<file path="src/rtl/credit_pkg.sv">
// Shared definitions for the multi-channel credit shell: credit counter
// width, error bit positions and the per-channel slice helper.
package credit_pkg;

  // Bit positions inside the sticky error vector.
  localparam int ERR_FULL   = 0;
  localparam int ERR_CREDIT = 1;

  // Width needed to hold a credit count in the range 0..n inclusive.
  function automatic int cred_w(input int n);
    return $clog2(n + 1);
  endfunction

  // Low bit of channel c inside a flat bus of w-bit channel words.
  function automatic int chan_lsb(input int c, input int w);
    return c * w;
  endfunction

endpackage

</file>
<file path="src/rtl/credit_chan_fifo.sv">
// Per-channel first-word-fall-through FIFO. The head word is always visible
// on o_data while the FIFO is non-empty. A word written into an empty FIFO
// shows up at the head one cycle later (no bypass path). A write into a full
// FIFO is accepted only if a read happens in the same cycle; otherwise it is
// dropped and o_drop flags it for that cycle.
module credit_chan_fifo
  import credit_pkg::*;
#(
  parameter int DATA_WIDTH = 17,
  parameter int FIFO_ADDR  = 3
) (
  input  logic                  clock,
  input  logic                  reset,
  input  logic [DATA_WIDTH-1:0] i_data,
  input  logic                  i_enq,
  input  logic                  i_deq,
  output logic [DATA_WIDTH-1:0] o_data,
  output logic                  o_empty,
  output logic                  o_full,
  output logic                  o_drop
);

  localparam int DEPTH = 2 ** FIFO_ADDR;
  localparam logic [FIFO_ADDR:0] FULL_COUNT = (FIFO_ADDR + 1)'(DEPTH);

  logic [DATA_WIDTH-1:0] mem [DEPTH];
  logic [FIFO_ADDR-1:0]  rd_ptr;
  logic [FIFO_ADDR-1:0]  wr_ptr;
  logic [FIFO_ADDR:0]    count;
  logic                  do_deq;
  logic                  do_enq;

  // Decide which of the requested read/write actually take effect.
  always_comb begin
    o_empty = (count == '0);
    o_full  = (count == FULL_COUNT);
    do_deq  = i_deq && !o_empty;
    do_enq  = i_enq && (!o_full || do_deq);
    o_drop  = i_enq && o_full && !do_deq;
    o_data  = mem[rd_ptr];
  end

  // Storage array; contents need no reset because the pointers define validity.
  always_ff @(posedge clock) begin
    if (do_enq) begin
      mem[wr_ptr] <= i_data;
    end
  end

  // Pointers and occupancy.
  always_ff @(posedge clock) begin
    if (!reset) begin
      rd_ptr <= '0;
      wr_ptr <= '0;
      count  <= '0;
    end else begin
      if (do_enq) wr_ptr <= wr_ptr + 1'b1;
      if (do_deq) rd_ptr <= rd_ptr + 1'b1;
      case ({do_enq, do_deq})
        2'b10:   count <= count + 1'b1;
        2'b01:   count <= count - 1'b1;
        default: count <= count;
      endcase
    end
  end

endmodule

</file>
<file path="src/rtl/credit_shell_nch.sv">
// Latency-insensitive shell joining N_CH credit-based input channels in
// front of a fixed-latency pearl.
//
// Flow control: upstream channel c may pulse i_valid[c] only while it holds
// a credit; each dequeued word returns one credit via a one-cycle pulse on
// o_increment_count[c] the cycle after the dequeue. Towards downstream the
// shell spends one credit at every fire, so o_valid (PEARL_LATENCY cycles
// later) never needs a ready; downstream hands credits back by pulsing
// i_increment_count. o_data is meaningful only while o_valid is high.
module credit_shell_nch
  import credit_pkg::*;
#(
  parameter int N_CH          = 2,
  parameter int DATA_WIDTH    = 17,
  parameter int FIFO_ADDR     = 3,
  parameter int N_CREDITS     = 8,
  parameter int PEARL_LATENCY = 1
) (
  input  logic                             clock,
  input  logic                             reset,
  input  logic [N_CH*DATA_WIDTH-1:0]       i_data,
  input  logic [N_CH-1:0]                  i_valid,
  output logic [N_CH-1:0]                  o_increment_count,
  output logic [N_CH*DATA_WIDTH-1:0]       o_pearl_data,
  output logic                             o_pearl_ena,
  input  logic [DATA_WIDTH-1:0]            i_pearl_data,
  output logic [DATA_WIDTH-1:0]            o_data,
  output logic                             o_valid,
  input  logic                             i_increment_count,
  output logic [cred_w(N_CREDITS)-1:0]     o_credits,
  output logic [1:0]                       o_err
);

  localparam int CW = cred_w(N_CREDITS);
  localparam logic [CW-1:0] CRED_MAX = CW'(N_CREDITS);

  logic [N_CH-1:0]          empty;
  logic [N_CH-1:0]          full;
  logic [N_CH-1:0]          drop;
  logic                     fire;
  logic [CW-1:0]            credits_q;
  logic [CW-1:0]            credits_d;
  logic                     cred_ovf;
  logic [N_CH-1:0]          inc_q;
  logic [PEARL_LATENCY-1:0] vpipe_q;
  logic [1:0]               err_q;

  // One FIFO per channel; all of them are popped together on fire.
  for (genvar c = 0; c < N_CH; c++) begin : g_chan
    credit_chan_fifo #(
      .DATA_WIDTH (DATA_WIDTH),
      .FIFO_ADDR  (FIFO_ADDR)
    ) u_fifo (
      .clock   (clock),
      .reset   (reset),
      .i_data  (i_data[chan_lsb(c, DATA_WIDTH) +: DATA_WIDTH]),
      .i_enq   (i_valid[c]),
      .i_deq   (fire),
      .o_data  (o_pearl_data[chan_lsb(c, DATA_WIDTH) +: DATA_WIDTH]),
      .o_empty (empty[c]),
      .o_full  (full[c]),
      .o_drop  (drop[c])
    );
  end

  // Join: fire only when every channel has a head word and downstream has room.
  always_comb begin
    fire = (&(~empty)) && (credits_q != '0);
  end

  // Next credit count; a return at the ceiling with no spend saturates and flags.
  always_comb begin
    credits_d = credits_q;
    cred_ovf  = 1'b0;
    case ({fire, i_increment_count})
      2'b10: credits_d = credits_q - 1'b1;
      2'b01: begin
        if (credits_q == CRED_MAX) cred_ovf = 1'b1;
        else                       credits_d = credits_q + 1'b1;
      end
      default: credits_d = credits_q;
    endcase
  end

  // Credit counter, upstream credit returns, valid pipe and sticky errors.
  always_ff @(posedge clock) begin
    if (!reset) begin
      credits_q <= CRED_MAX;
      inc_q     <= '0;
      vpipe_q   <= '0;
      err_q     <= '0;
    end else begin
      credits_q         <= credits_d;
      inc_q             <= {N_CH{fire}};
      vpipe_q           <= PEARL_LATENCY'({vpipe_q, fire});
      err_q[ERR_FULL]   <= err_q[ERR_FULL] | (|drop);
      err_q[ERR_CREDIT] <= err_q[ERR_CREDIT] | cred_ovf;
    end
  end

  // Output drive.
  always_comb begin
    o_pearl_ena       = fire;
    o_increment_count = inc_q;
    o_valid           = vpipe_q[PEARL_LATENCY-1];
    o_data            = i_pearl_data;
    o_credits         = credits_q;
    o_err             = err_q;
  end

endmodule

</file>
<file path="config.mk">
export PLATFORM = sky130hd
export DESIGN_NAME = credit_shell_nch
export DESIGN_NICKNAME = d
export VERILOG_FILES = /design/src/rtl/credit_pkg.sv /design/src/rtl/credit_chan_fifo.sv /design/src/rtl/credit_shell_nch.sv
export SDC_FILE = /design/constraint.sdc
export NUM_CORES = 1
export LEC_CHECK = 0
export CAP_MARGIN = 25
export CORE_MARGIN = 5
export CORE_UTILIZATION = 55
export CTS_CLUSTER_DIAMETER = 200
export DETAILED_ROUTE_END_ITERATION = 8
export PLACE_DENSITY = 0.87
export SLEW_MARGIN = 10
export SYNTH_ARGS = -nofsm -noshare
export SYNTH_HDL_FRONTEND = slang
export SYNTH_HIERARCHICAL = 1
export SYNTH_SLANG_ARGS = --single-unit
</file>
<file path="constraint.sdc">
create_clock -name clock -period 5.1 [get_ports clock]
set_input_delay 1.53 -clock clock [delete_from_list [all_inputs] [get_ports clock]]
set_output_delay 1.53 -clock clock [all_outputs]
set_load 0.05 [all_outputs]
</file>
==> results by group <==
Outcome
  – Status: finished clean

Floorplan
  – Core Rows: 54
  – Die outline height: 160 um
  – Initial core utilization: 56.1%
  – Die width: 160 um
  – I/O pins: 117
  – Core area: 22000 sq um
  – DIE AREA: 25500 sq um

Global routing
  – Initial antenna violation count: 2
  – First-pass GRT wire length: 37.0 mm
  – Largest net degree at the start of global routing: 35
  – Met2 Use GR: 33.0%
  – Number of global-route vias before repair: 6596
  – Gr ovfl total: 0
  – Met3 global-route usage: 3.42%
  – GRT Util Overall: 18.4%
  – Met1 GRT Util: 23.8%
  – GRT busiest layer: met2

Timing
  – Final setup TNS: 0 ps
  – Unrepaired setup endpoints after global routing: no
  – Final setup margin: 469 ps
  – Final period utilization: 90.8%
  – Final setup violation count: 0
  – Actual slew at the worst max-slew pin: 1010 ps
  – Fmax: 0.216 GHz
  – Min Tclk post-route: 4630 ps
  – Final Skew: 12.2 ps
  – Max_slew headroom: 32.4%
  – Final Hold Fails: 0
  – Final slew viol count: 0

Synthesis
  – Mapped Nets: 698
  – Yosys warns: 6
  – Synth Cell Area: 12300 sq um
  – Post-Syn Area per Cell: 19.4 sq um
  – Cell count after synthesis: 633

Routing
  – Vias/cell: 5.98
  – Total wire length: 23.4 mm
  – Avg WL per Cell: 23.0 um
  – Remaining DRCs: 0
  – Iter 0 DRT Violations: 493
  – Antenna Nets Post-Route: 0
  – Routed vias: 6103
  – First-pass iteration count of the detailed router: 4

Worst setup path
  – CP Launch Type: register
  – Critical path peak fanout: 18
  – Crit path cell chain: buf_12 -> mux4_2 -> mux2_2 -> clkdlybuf4s50_1
  – Crit Path Class: reg2out
  – Worst reg2reg setup slack: 1480 ps
  – CP top delay family: buffers and inverters
  – Slowest stage cell, crit path: dfxtp_2
  – Critical path capture point type: primary output
  – Worst path required time: 3570 ps
  – CP max stage delay: 730 ps
  – Crit path buf inv count: 2
  – WP data arrival: 3100 ps

Placed design
  – Pre-CTS setup slack: 957 ps
  – Buffers on Ports: 82
  – Routability Congestion: 0.754
  – Post-DP HPWL: 14.1 mm
  – Area after DPL: 13400 sq um
  – Inst Count DP: 968

Final layout
  – Core Util, Final: 65.5%
  – # fillers: 1396
  – Layout cells sized above 1: 27.3%
  – Ant. Diodes: 0
  – Layout area overhead: 16.8%
  – Final instance area: 14400 sq um
  – Final Net Count: 784
  – Fin cells: 1021

Clock network
  – CTS tree: built
  – Clock net sink count: 305
  – CTS buffer count: 29
  – CTS hold repair buffers: 0
  – Postcts setup bufs: 0
  – H-Tree Depth: 1
  – # resized after CTS: 0
  – Clock transition at path regs: 70 ps
  – Clock latency on the worst-skew pair: 530 ps
  – Root Driver: clkbuf_16
  – Worst-case clock buffer depth: 3

Power and ir drop
  – Leak Pwr: 0.00460 uW
  – Cell area power density: 453 nW/um^2
  – Worst VDD drop: 0.355 mV

Run
  – Max_cap viols: 0

Worst hold path
  – Hold crit path type: reg2reg
[layer usage]
| metal | up-vias | part of all wire [%] |
|---|---|---|
| met5 | - | 0.081 |
| met2 | 214 | 53 |
| met3 | 41 | 6.2 |
| met1 | 3124 | 39 |
| li1 | 2720 | - |
| met4 | 4 | 1.4 |
[per-stage QoR]
step	total power, uW	hold slack [ps]
final	6520	503
after global routing	6790	527
after CTS	6570	503
after detailed placement	4420	483
after global placement	4350	460
after floorplan	4060	467
[final timing paths]
check                                                from                         to  depth (start not counted)
worst max-delay path                             register           o_pearl_data[14]                          4
worst min-delay path                             o_err[1]                   o_err[1]                          2
worst max register to register  g_chan[0].u_fifo/count[2]  g_chan[1].u_fifo/count[2]                         13
worst min register to register                   o_err[1]                   o_err[1]                          2
[registers in the layout, summed over array words and instances (netlist names), named ones only]
signal	count
o_credits	4
g_chan.u_fifo/count	8
o_err	2
g_chan.u_fifo/wr_ptr	6
g_chan.u_fifo/rd_ptr	6
g_chan.u_fifo/mem	272
o_valid	1
[worst min-delay path: stages, from the launching register on]
cell and delay, ps:
dfxtp_1 340, a21oi_1 50, nor2_1 80
[power breakdown]
group          switching, uW  internal [uW]  total [uW]
registers                150           2840        2990
logic                    790            598        1390
clock network            891           1250        2150
[cell usage in the layout, fill, tap and decap left out, types with 5 or more instances in the layout]
| master | count |
|---|---|
| nand3_1 | 7 |
| ha_1 | 8 |
| clkbuf_16 | 29 |
| mux2_2 | 34 |
| mux4_2 | 68 |
| buf_4 | 22 |
| dfxtp_1 | 31 |
| nand2_1 | 14 |
| inv_1 | 5 |
| o21ai_0 | 6 |
| clkdlybuf4s50_1 | 82 |
| clkbuf_1 | 5 |
| nor2_1 | 15 |
| nor3_2 | 8 |
| edfxtp_1 | 272 |
| clkinv_2 | 10 |
| and2_1 | 12 |
| nand2b_1 | 5 |
| xnor2_1 | 14 |
[final cells by class]
class                   instances  area (sq um)  area share, %
clock inverters                19           216           1.51
repair buffers                105          1010           7.00
multi-input cells             271          3200           22.3
flip-flops and latches        305          8830           61.4
inverters                       7          27.5          0.191
clock buffers                  34           744           5.18
well taps                     280           350           2.44
No activity file was read; power rests on OpenSTA's default activity.
